==> src/rtl/ccb_tx_pkg.sv <==
// Shared types and constants for the CCB transmit driver.
package ccb_tx_pkg;

    localparam int unsigned BX_PERIOD_DEF   = 3564;
    localparam int unsigned STB_WIDTH_DEF   = 1;
    localparam int unsigned L1A_MIN_GAP_DEF = 4;

    localparam int unsigned CCB_BYTE_W = 8;
    localparam int unsigned BXN_W      = 12;
    localparam int unsigned GAP_W      = 4;
    localparam int unsigned STB_CNT_W  = 3;

    localparam logic [CCB_BYTE_W-1:0] CCB_IDLE_BYTE = 8'hFF;

    typedef enum logic [1:0] {
        ST_IDLE,
        ST_SETUP,
        ST_STROBE,
        ST_HOLD
    } strobe_state_e;

    // Next bunch-crossing number with wrap at the end of the orbit.
    function automatic logic [BXN_W-1:0] bx_next(input logic [BXN_W-1:0] bx,
                                                 input int unsigned      period);
        return (bx == BXN_W'(period - 1)) ? '0 : bx + BXN_W'(1);
    endfunction

endpackage

==> src/rtl/ccb_tx_driver_if.sv <==
// Request/acknowledge and CCB backplane signals of the transmit driver.
interface ccb_tx_driver_if;
    import ccb_tx_pkg::*;

    logic                  cmd_req;
    logic [CCB_BYTE_W-1:0] cmd_code;
    logic                  cmd_ack;
    logic                  data_req;
    logic [CCB_BYTE_W-1:0] data_byte;
    logic                  data_ack;
    logic                  l1a_req;
    logic                  l1a_drop;
    logic                  bx0_en;
    logic [BXN_W-1:0]      bxn;
    logic [CCB_BYTE_W-1:0] _ccb_cmd;
    logic                  _ccb_cmd_strobe;
    logic [CCB_BYTE_W-1:0] _ccb_data;
    logic                  _ccb_data_strobe;
    logic                  _ccb_l1accept;
    logic                  _ccb_bx0;

    // Host side: issues requests, observes acks and the backplane.
    modport master (
        output cmd_req, cmd_code, data_req, data_byte, l1a_req, bx0_en,
        input  cmd_ack, data_ack, l1a_drop, bxn,
               _ccb_cmd, _ccb_cmd_strobe, _ccb_data, _ccb_data_strobe,
               _ccb_l1accept, _ccb_bx0
    );

    // Driver side.
    modport slave (
        input  cmd_req, cmd_code, data_req, data_byte, l1a_req, bx0_en,
        output cmd_ack, data_ack, l1a_drop, bxn,
               _ccb_cmd, _ccb_cmd_strobe, _ccb_data, _ccb_data_strobe,
               _ccb_l1accept, _ccb_bx0
    );

endinterface

==> src/rtl/ccb_strobe_tx.sv <==
// One strobed CCB byte channel: setup, STB_WIDTH-cycle low strobe, hold.
module ccb_strobe_tx
    import ccb_tx_pkg::*;
#(
    parameter int unsigned STB_WIDTH = STB_WIDTH_DEF
) (
    input  logic                  clk,
    input  logic                  rst_n,
    input  logic                  req,
    input  logic [CCB_BYTE_W-1:0] byte_in,
    output logic                  ack,
    output logic [CCB_BYTE_W-1:0] ccb_bus,
    output logic                  ccb_strobe
);

    strobe_state_e         state_q, state_d;
    logic [STB_CNT_W-1:0]  cnt_q, cnt_d;
    logic [CCB_BYTE_W-1:0] byte_q, byte_d;
    logic                  ack_d;
    logic [CCB_BYTE_W-1:0] bus_d;
    logic                  strobe_d;

    // Next state, captured byte and the output values for the coming cycle.
    always_comb begin
        state_d  = state_q;
        cnt_d    = cnt_q;
        byte_d   = byte_q;
        ack_d    = 1'b0;
        bus_d    = CCB_IDLE_BYTE;
        strobe_d = 1'b1;

        case (state_q)
            ST_IDLE: begin
                if (req) begin
                    state_d = ST_SETUP;
                    byte_d  = byte_in;
                    ack_d   = 1'b1;
                end
            end
            ST_SETUP: begin
                state_d = ST_STROBE;
                cnt_d   = '0;
            end
            ST_STROBE: begin
                if (cnt_q == STB_CNT_W'(STB_WIDTH - 1)) begin
                    state_d = ST_HOLD;
                end else begin
                    cnt_d = cnt_q + STB_CNT_W'(1);
                end
            end
            ST_HOLD: begin
                state_d = ST_IDLE;
            end
            default: begin
                state_d = ST_IDLE;
            end
        endcase

        // Outputs are registered from the next state so they align with it.
        if (state_d != ST_IDLE) begin
            bus_d = ~byte_d;
        end
        strobe_d = (state_d != ST_STROBE);
    end

    // State and registered bus outputs; reset aborts any transfer.
    always_ff @(posedge clk or negedge rst_n) begin
        if (!rst_n) begin
            state_q    <= ST_IDLE;
            cnt_q      <= '0;
            byte_q     <= '0;
            ack        <= 1'b0;
            ccb_bus    <= CCB_IDLE_BYTE;
            ccb_strobe <= 1'b1;
        end else begin
            state_q    <= state_d;
            cnt_q      <= cnt_d;
            byte_q     <= byte_d;
            ack        <= ack_d;
            ccb_bus    <= bus_d;
            ccb_strobe <= strobe_d;
        end
    end

endmodule

==> src/rtl/ccb_tx_driver.sv <==
// CCB transmit driver: command/data strobe channels, BX counter, L1A gap filter.
module ccb_tx_driver
    import ccb_tx_pkg::*;
#(
    parameter int unsigned BX_PERIOD   = BX_PERIOD_DEF,
    parameter int unsigned STB_WIDTH   = STB_WIDTH_DEF,
    parameter int unsigned L1A_MIN_GAP = L1A_MIN_GAP_DEF
) (
    input  logic            clk40,
    input  logic            _reset,
    ccb_tx_driver_if.slave  bus
);

    logic [BXN_W-1:0] bxn_q, bxn_d;
    logic             bx0_q, bx0_d;
    logic [GAP_W-1:0] gap_q, gap_d;
    logic             l1a_ok;
    logic             l1a_q, l1a_d;
    logic             drop_q, drop_d;

    ccb_strobe_tx #(
        .STB_WIDTH (STB_WIDTH)
    ) u_cmd_tx (
        .clk        (clk40),
        .rst_n      (_reset),
        .req        (bus.cmd_req),
        .byte_in    (bus.cmd_code),
        .ack        (bus.cmd_ack),
        .ccb_bus    (bus._ccb_cmd),
        .ccb_strobe (bus._ccb_cmd_strobe)
    );

    ccb_strobe_tx #(
        .STB_WIDTH (STB_WIDTH)
    ) u_data_tx (
        .clk        (clk40),
        .rst_n      (_reset),
        .req        (bus.data_req),
        .byte_in    (bus.data_byte),
        .ack        (bus.data_ack),
        .ccb_bus    (bus._ccb_data),
        .ccb_strobe (bus._ccb_data_strobe)
    );

    // Orbit counter and BX0 marker decoded from the upcoming count.
    always_comb begin
        bxn_d = bx_next(bxn_q, BX_PERIOD);
        bx0_d = !((bxn_d == '0) && bus.bx0_en);
    end

    // L1A acceptance against cycles elapsed since the last accepted L1A.
    always_comb begin
        l1a_ok = bus.l1a_req && (gap_q >= GAP_W'(L1A_MIN_GAP));
        gap_d  = gap_q;
        if (l1a_ok) begin
            gap_d = GAP_W'(1);
        end else if (gap_q < GAP_W'(L1A_MIN_GAP)) begin
            gap_d = gap_q + GAP_W'(1);
        end
        l1a_d  = !l1a_ok;
        drop_d = bus.l1a_req && !l1a_ok;
    end

    // Registered BX and L1A outputs; gap starts saturated so the first L1A passes.
    always_ff @(posedge clk40 or negedge _reset) begin
        if (!_reset) begin
            bxn_q  <= '0;
            bx0_q  <= 1'b1;
            gap_q  <= GAP_W'(L1A_MIN_GAP);
            l1a_q  <= 1'b1;
            drop_q <= 1'b0;
        end else begin
            bxn_q  <= bxn_d;
            bx0_q  <= bx0_d;
            gap_q  <= gap_d;
            l1a_q  <= l1a_d;
            drop_q <= drop_d;
        end
    end

    assign bus.bxn           = bxn_q;
    assign bus._ccb_bx0      = bx0_q;
    assign bus._ccb_l1accept = l1a_q;
    assign bus.l1a_drop      = drop_q;

endmodule

==> src/flat_wrapper.sv <==
// flat-port wrapper written by rule: the top's interface ports become plain ports
module ccb_tx_driver_flat import ccb_tx_pkg::*;
#(
    parameter int unsigned BX_PERIOD   = BX_PERIOD_DEF,
    parameter int unsigned STB_WIDTH   = STB_WIDTH_DEF,
    parameter int unsigned L1A_MIN_GAP = L1A_MIN_GAP_DEF
)
  (clk40, _reset, bus_cmd_req, bus_cmd_code, bus_data_req, bus_data_byte, bus_l1a_req, bus_bx0_en, bus_cmd_ack, bus_data_ack, bus_l1a_drop, bus_bxn, bus__ccb_cmd, bus__ccb_cmd_strobe, bus__ccb_data, bus__ccb_data_strobe, bus__ccb_l1accept, bus__ccb_bx0);
  ccb_tx_driver_if bus_i ();
  input  logic clk40;
  input  logic _reset;
  input wire logic [$bits(bus_i.cmd_req)-1:0] bus_cmd_req;
  input wire logic [$bits(bus_i.cmd_code)-1:0] bus_cmd_code;
  input wire logic [$bits(bus_i.data_req)-1:0] bus_data_req;
  input wire logic [$bits(bus_i.data_byte)-1:0] bus_data_byte;
  input wire logic [$bits(bus_i.l1a_req)-1:0] bus_l1a_req;
  input wire logic [$bits(bus_i.bx0_en)-1:0] bus_bx0_en;
  output wire logic [$bits(bus_i.cmd_ack)-1:0] bus_cmd_ack;
  output wire logic [$bits(bus_i.data_ack)-1:0] bus_data_ack;
  output wire logic [$bits(bus_i.l1a_drop)-1:0] bus_l1a_drop;
  output wire logic [$bits(bus_i.bxn)-1:0] bus_bxn;
  output wire logic [$bits(bus_i._ccb_cmd)-1:0] bus__ccb_cmd;
  output wire logic [$bits(bus_i._ccb_cmd_strobe)-1:0] bus__ccb_cmd_strobe;
  output wire logic [$bits(bus_i._ccb_data)-1:0] bus__ccb_data;
  output wire logic [$bits(bus_i._ccb_data_strobe)-1:0] bus__ccb_data_strobe;
  output wire logic [$bits(bus_i._ccb_l1accept)-1:0] bus__ccb_l1accept;
  output wire logic [$bits(bus_i._ccb_bx0)-1:0] bus__ccb_bx0;
  assign bus_i.cmd_req = bus_cmd_req;
  assign bus_i.cmd_code = bus_cmd_code;
  assign bus_i.data_req = bus_data_req;
  assign bus_i.data_byte = bus_data_byte;
  assign bus_i.l1a_req = bus_l1a_req;
  assign bus_i.bx0_en = bus_bx0_en;
  assign bus_cmd_ack = bus_i.cmd_ack;
  assign bus_data_ack = bus_i.data_ack;
  assign bus_l1a_drop = bus_i.l1a_drop;
  assign bus_bxn = bus_i.bxn;
  assign bus__ccb_cmd = bus_i._ccb_cmd;
  assign bus__ccb_cmd_strobe = bus_i._ccb_cmd_strobe;
  assign bus__ccb_data = bus_i._ccb_data;
  assign bus__ccb_data_strobe = bus_i._ccb_data_strobe;
  assign bus__ccb_l1accept = bus_i._ccb_l1accept;
  assign bus__ccb_bx0 = bus_i._ccb_bx0;
  ccb_tx_driver #(.BX_PERIOD(BX_PERIOD), .STB_WIDTH(STB_WIDTH), .L1A_MIN_GAP(L1A_MIN_GAP)) u_core (.clk40(clk40), ._reset(_reset), .bus(bus_i));
endmodule
==> config.mk <==
export PLATFORM = sky130hd
export DESIGN_NAME = ccb_tx_driver_flat
export DESIGN_NICKNAME = d
export VERILOG_FILES = /design/src/rtl/ccb_tx_pkg.sv /design/src/rtl/ccb_tx_driver_if.sv /design/src/rtl/ccb_strobe_tx.sv /design/src/rtl/ccb_tx_driver.sv /design/src/flat_wrapper.sv
export SDC_FILE = /design/constraint.sdc
export NUM_CORES = 1
export LEC_CHECK = 0
export BUFFER_PORTS_ARGS = -buffer_cell sky130_fd_sc_hd__buf_4
export CAP_MARGIN = 0
export CORE_UTILIZATION = 52
export CTS_CLUSTER_SIZE = 20
export DETAILED_ROUTE_END_ITERATION = 8
export GPL_TIMING_DRIVEN = 1
export HOLD_SLACK_MARGIN = 0.02
export PLACE_DENSITY = 0.75
export SETUP_SLACK_MARGIN = 0.4
export SLEW_MARGIN = 20
export SYNTH_ARGS = -nofsm -noshare
export SYNTH_HDL_FRONTEND = slang
export SYNTH_HIERARCHICAL = 1
export SYNTH_SLANG_ARGS = --single-unit
==> constraint.sdc <==
create_clock -name clk40 -period 5.3 [get_ports clk40]
set_clock_uncertainty 0.15 [all_clocks]
set_input_delay 0.53 -clock clk40 [delete_from_list [all_inputs] [get_ports clk40]]
set_output_delay 0.53 -clock clk40 [all_outputs]
set_load 0.02 [all_outputs]
==> results.ini <==
[outcome]
status = finished, final reports clean

[floorplan]
coreArea_um2 = 5540
die_h_um = 77.9
rows = 27
die_x_um = 77.9
pin_count = 57
start_util = 0.541
die_area_um2 = 6070

[final_layout]
drive_gt1_frac = 0.400
final_net_count = 341
fin_area_um2 = 3640
stdcell_count = 382
nFillCells = 440
syn2layout_area_growth_pct = 21.6
n_antenna_cell = 0

[synthesis]
synthTopCellsByCount = dfrtp_1 (44), dfstp_2 (21), inv_1 (15), o21ai_1 (15)
syn_area_um2 = 3000
synthArstFlopShare = 1.00
netlist_instances = 245
ys_top_cells_by_area = dfrtp_1 (37%), dfstp_2 (18%), ha_1 (5.8%), mux2_2 (4.9%), o21ai_1 (2.5%)
yosys.area.top_type_share = 0.368
synth-seq-cells = 65
yosysTopAreaCell = dfrtp_1
synth_edf_count = 0
syn-num-nets = 281
yosysSeqAreaShare = 0.552
synth_ff_type = dfrtp_1
synth_cell_type_count = 60
yosysMostFrequentCell = dfrtp_1
avgSynthCellArea_um2 = 12.2
ys.warnings.count = 6

[setup_path]
start_kind = flip-flop
end_kind = flip-flop
critPathMaxFanout = 8
crit_buf_inv = 0
crit_family = simple AND/OR/NAND/NOR gates
critPathKind = flip-flop to flip-flop
max_stage_delay_ns = 0.54
cp_slowest_cell = or4_1
worstPathArrival_ns = 2.35
critical_path.cell_chain = ha_1 -> nand4_4 -> or4_1 -> a221oi_2 -> nand4_1
crit_required_ns = 5.41

[timing]
rsz0062_at_grt = no
maxSlewHeadroom = 0.477
worst-slew-pin-transition_ns = 0.785
setup-violations-final = 0
period_needed_ns = 2.25
finalSetupTns_ns = 0
fmax_mhz = 445
final-max-slew-violation-count = 0
final_hold_viol_count = 0
finalCritPeriodShare = 0.424

[placed_design]
portBuffers = 56
place_inst = 366
hpwl_um = 3680
place_area_um2 = 3440
place.gp.congestion = 0.839

[clocking]
cts.clk_slew.worst_paths_ns = 0.07
postCtsHoldBufs = 0
cts_tree = done
clk_latency_ns = 0.34
ctsResizeCount = 0
cts_setup_buffers = 0
cts.sink_count = 65
clk_path_buf_depth = 2
cts_root_buf = clkbuf_8
htreeDepth = 3
cts_buffers = 9

[route]
antenna_left = 0
routedWlPerCell_um = 14.2
drc_errors = 0
num_vias = 2012
viasPerCell = 5.27
drt-initial-drc-count = 67
totalWireLength_um = 5420
drtPass1Iterations = 4

[pwr]
power_density_nw_per_um2 = 502
ir_drop_mv = 0.302
leakage_nw = 1.66

[grt]
grt_pass1_vias = 2090
grt_pass1_wl_um = 9210
grt_max_degree = 66
grt_overflow_total = 0
track_usage = 0.199
antenna_found_initial = 0

[job]
maxCapViolations = 0

[hold_path]
min_path_type = primary input to asynchronous set/reset pin

## cell type report
cell class | count | area, um^2 | area share
Clock inverter | 6 | 67.6 | 0.0186
Sequential cell | 65 | 1650 | 0.454
Inverter | 15 | 56.3 | 0.0155
Clock buffer | 10 | 138 | 0.0378
Multi-Input combinational cell | 158 | 1220 | 0.334
Timing Repair Buffer | 56 | 420 | 0.115
Tap cell | 72 | 90.1 | 0.0247
## power by group
part,internal [W],switching (W),total [W],leakage (nW)
Combinational,0.000269,0.000375,0.000644,0.791
Sequential,0.000703,0.0000569,0.000760,0.772
Clock,0.000230,0.000193,0.000424,0.0985
## flip-flops by register name (all words and copies together), names as in the netlist
register / flops
u_core/u_cmd_tx/byte_q: 8
u_core/u_cmd_tx/cnt_q: 3
u_core/u_cmd_tx/ccb_strobe: 1
u_core/u_data_tx/byte_q: 8
u_core/bus.bxn: 12
u_core/u_data_tx/ack: 1
u_core/u_cmd_tx/ack: 1
u_core/u_cmd_tx/state_q: 2
u_core/bus.l1a_drop: 1
u_core/u_cmd_tx/ccb_bus: 8
u_core/u_data_tx/state_q: 2
u_core/u_data_tx/ccb_bus: 8
u_core/bus._ccb_bx0: 1
u_core/u_data_tx/ccb_strobe: 1
u_core/bus._ccb_l1accept: 1
u_core/gap_q: 4
u_core/u_data_tx/cnt_q: 3
## placed cells by master, fill, tap and decap left out, types with 4 or more instances in the layout
| cell | instances |
|---|---|
| o21ai_0 | 7 |
| o21ai_1 | 15 |
| nand4_1 | 4 |
| mux2_2 | 13 |
| nand2_1 | 13 |
| nand3_1 | 8 |
| buf_4 | 56 |
| nor2_1 | 14 |
| ha_1 | 14 |
| dfrtp_1 | 44 |
| xnor2_1 | 5 |
| mux2_1 | 5 |
| clkbuf_8 | 10 |
| dfstp_2 | 21 |
| inv_1 | 15 |
## metrics by stage
step	worst slack, ns	power (W)	hold WS, ns	utilization
2_1_floorplan	3.23	0.00122	0.0844	-
3_3_place_gp	3.18	0.00140	0.307	0.620
3_5_place_dp	3.07	0.00142	0.296	0.620
4_1_cts	3.07	0.00185	0.153	0.657
5_1_grt	2.95	0.00195	0.185	0.657
6_report	3.05	0.00183	0.121	0.657
## kinds of logic after synthesis
family,Yosys count,share of synthesized area
buffers and inverters,22,0.0418
AOI/OAI and AO/OA,46,0.108
xor gates and xnor gates,8,0.0234
muxes,18,0.0677
and+or+nand+nor,72,0.149
DFF,65,0.552
adders and majority gates,14,0.0585
## worst reg2reg max path, cell delays in order, from the launching register on
cell	delay, ns
dfrtp_1	0.44
ha_1	0.41
nand4_4	0.19
or4_1	0.54
a221oi_2	0.30
nand4_1	0.14
## layer usage
layer,global-route usage,vias to the layer above,wire length [um]
met5,0,-,0
met1,0.241,971,2470
met3,0.0694,11,289
met4,0.0852,0,84
met2,0.322,53,2570
li1,-,977,-
## path summary, 6_finish.rpt
check / end / depth (start not counted) / from / slack (ns)
setup / recovery: u_core/bus._ccb_bx0$_DFF_PN1_ / 5 / u_core/bus.bxn[0]$_DFF_PN0_ / 3.05
hold / removal: u_core/bus.bxn[0]$_DFF_PN0_ / 1 / _reset / 0.12
setup reg to reg: u_core/bus._ccb_bx0$_DFF_PN1_ / 5 / u_core/bus.bxn[0]$_DFF_PN0_ / 3.05
hold reg to reg: u_core/bus._ccb_l1accept$_DFF_PN1_ / 1 / u_core/gap_q[3]$_DFFE_PN0P_ / 0.33
max in group asynchronous: u_core/gap_q[3]$_DFFE_PN0P_ / 1 / _reset / 4.37
min in group clk40: u_core/gap_q[3]$_DFFE_PN0P_ / 2 / bus_l1a_req / 0.23
No activity file was read; power rests on OpenSTA's default activity.
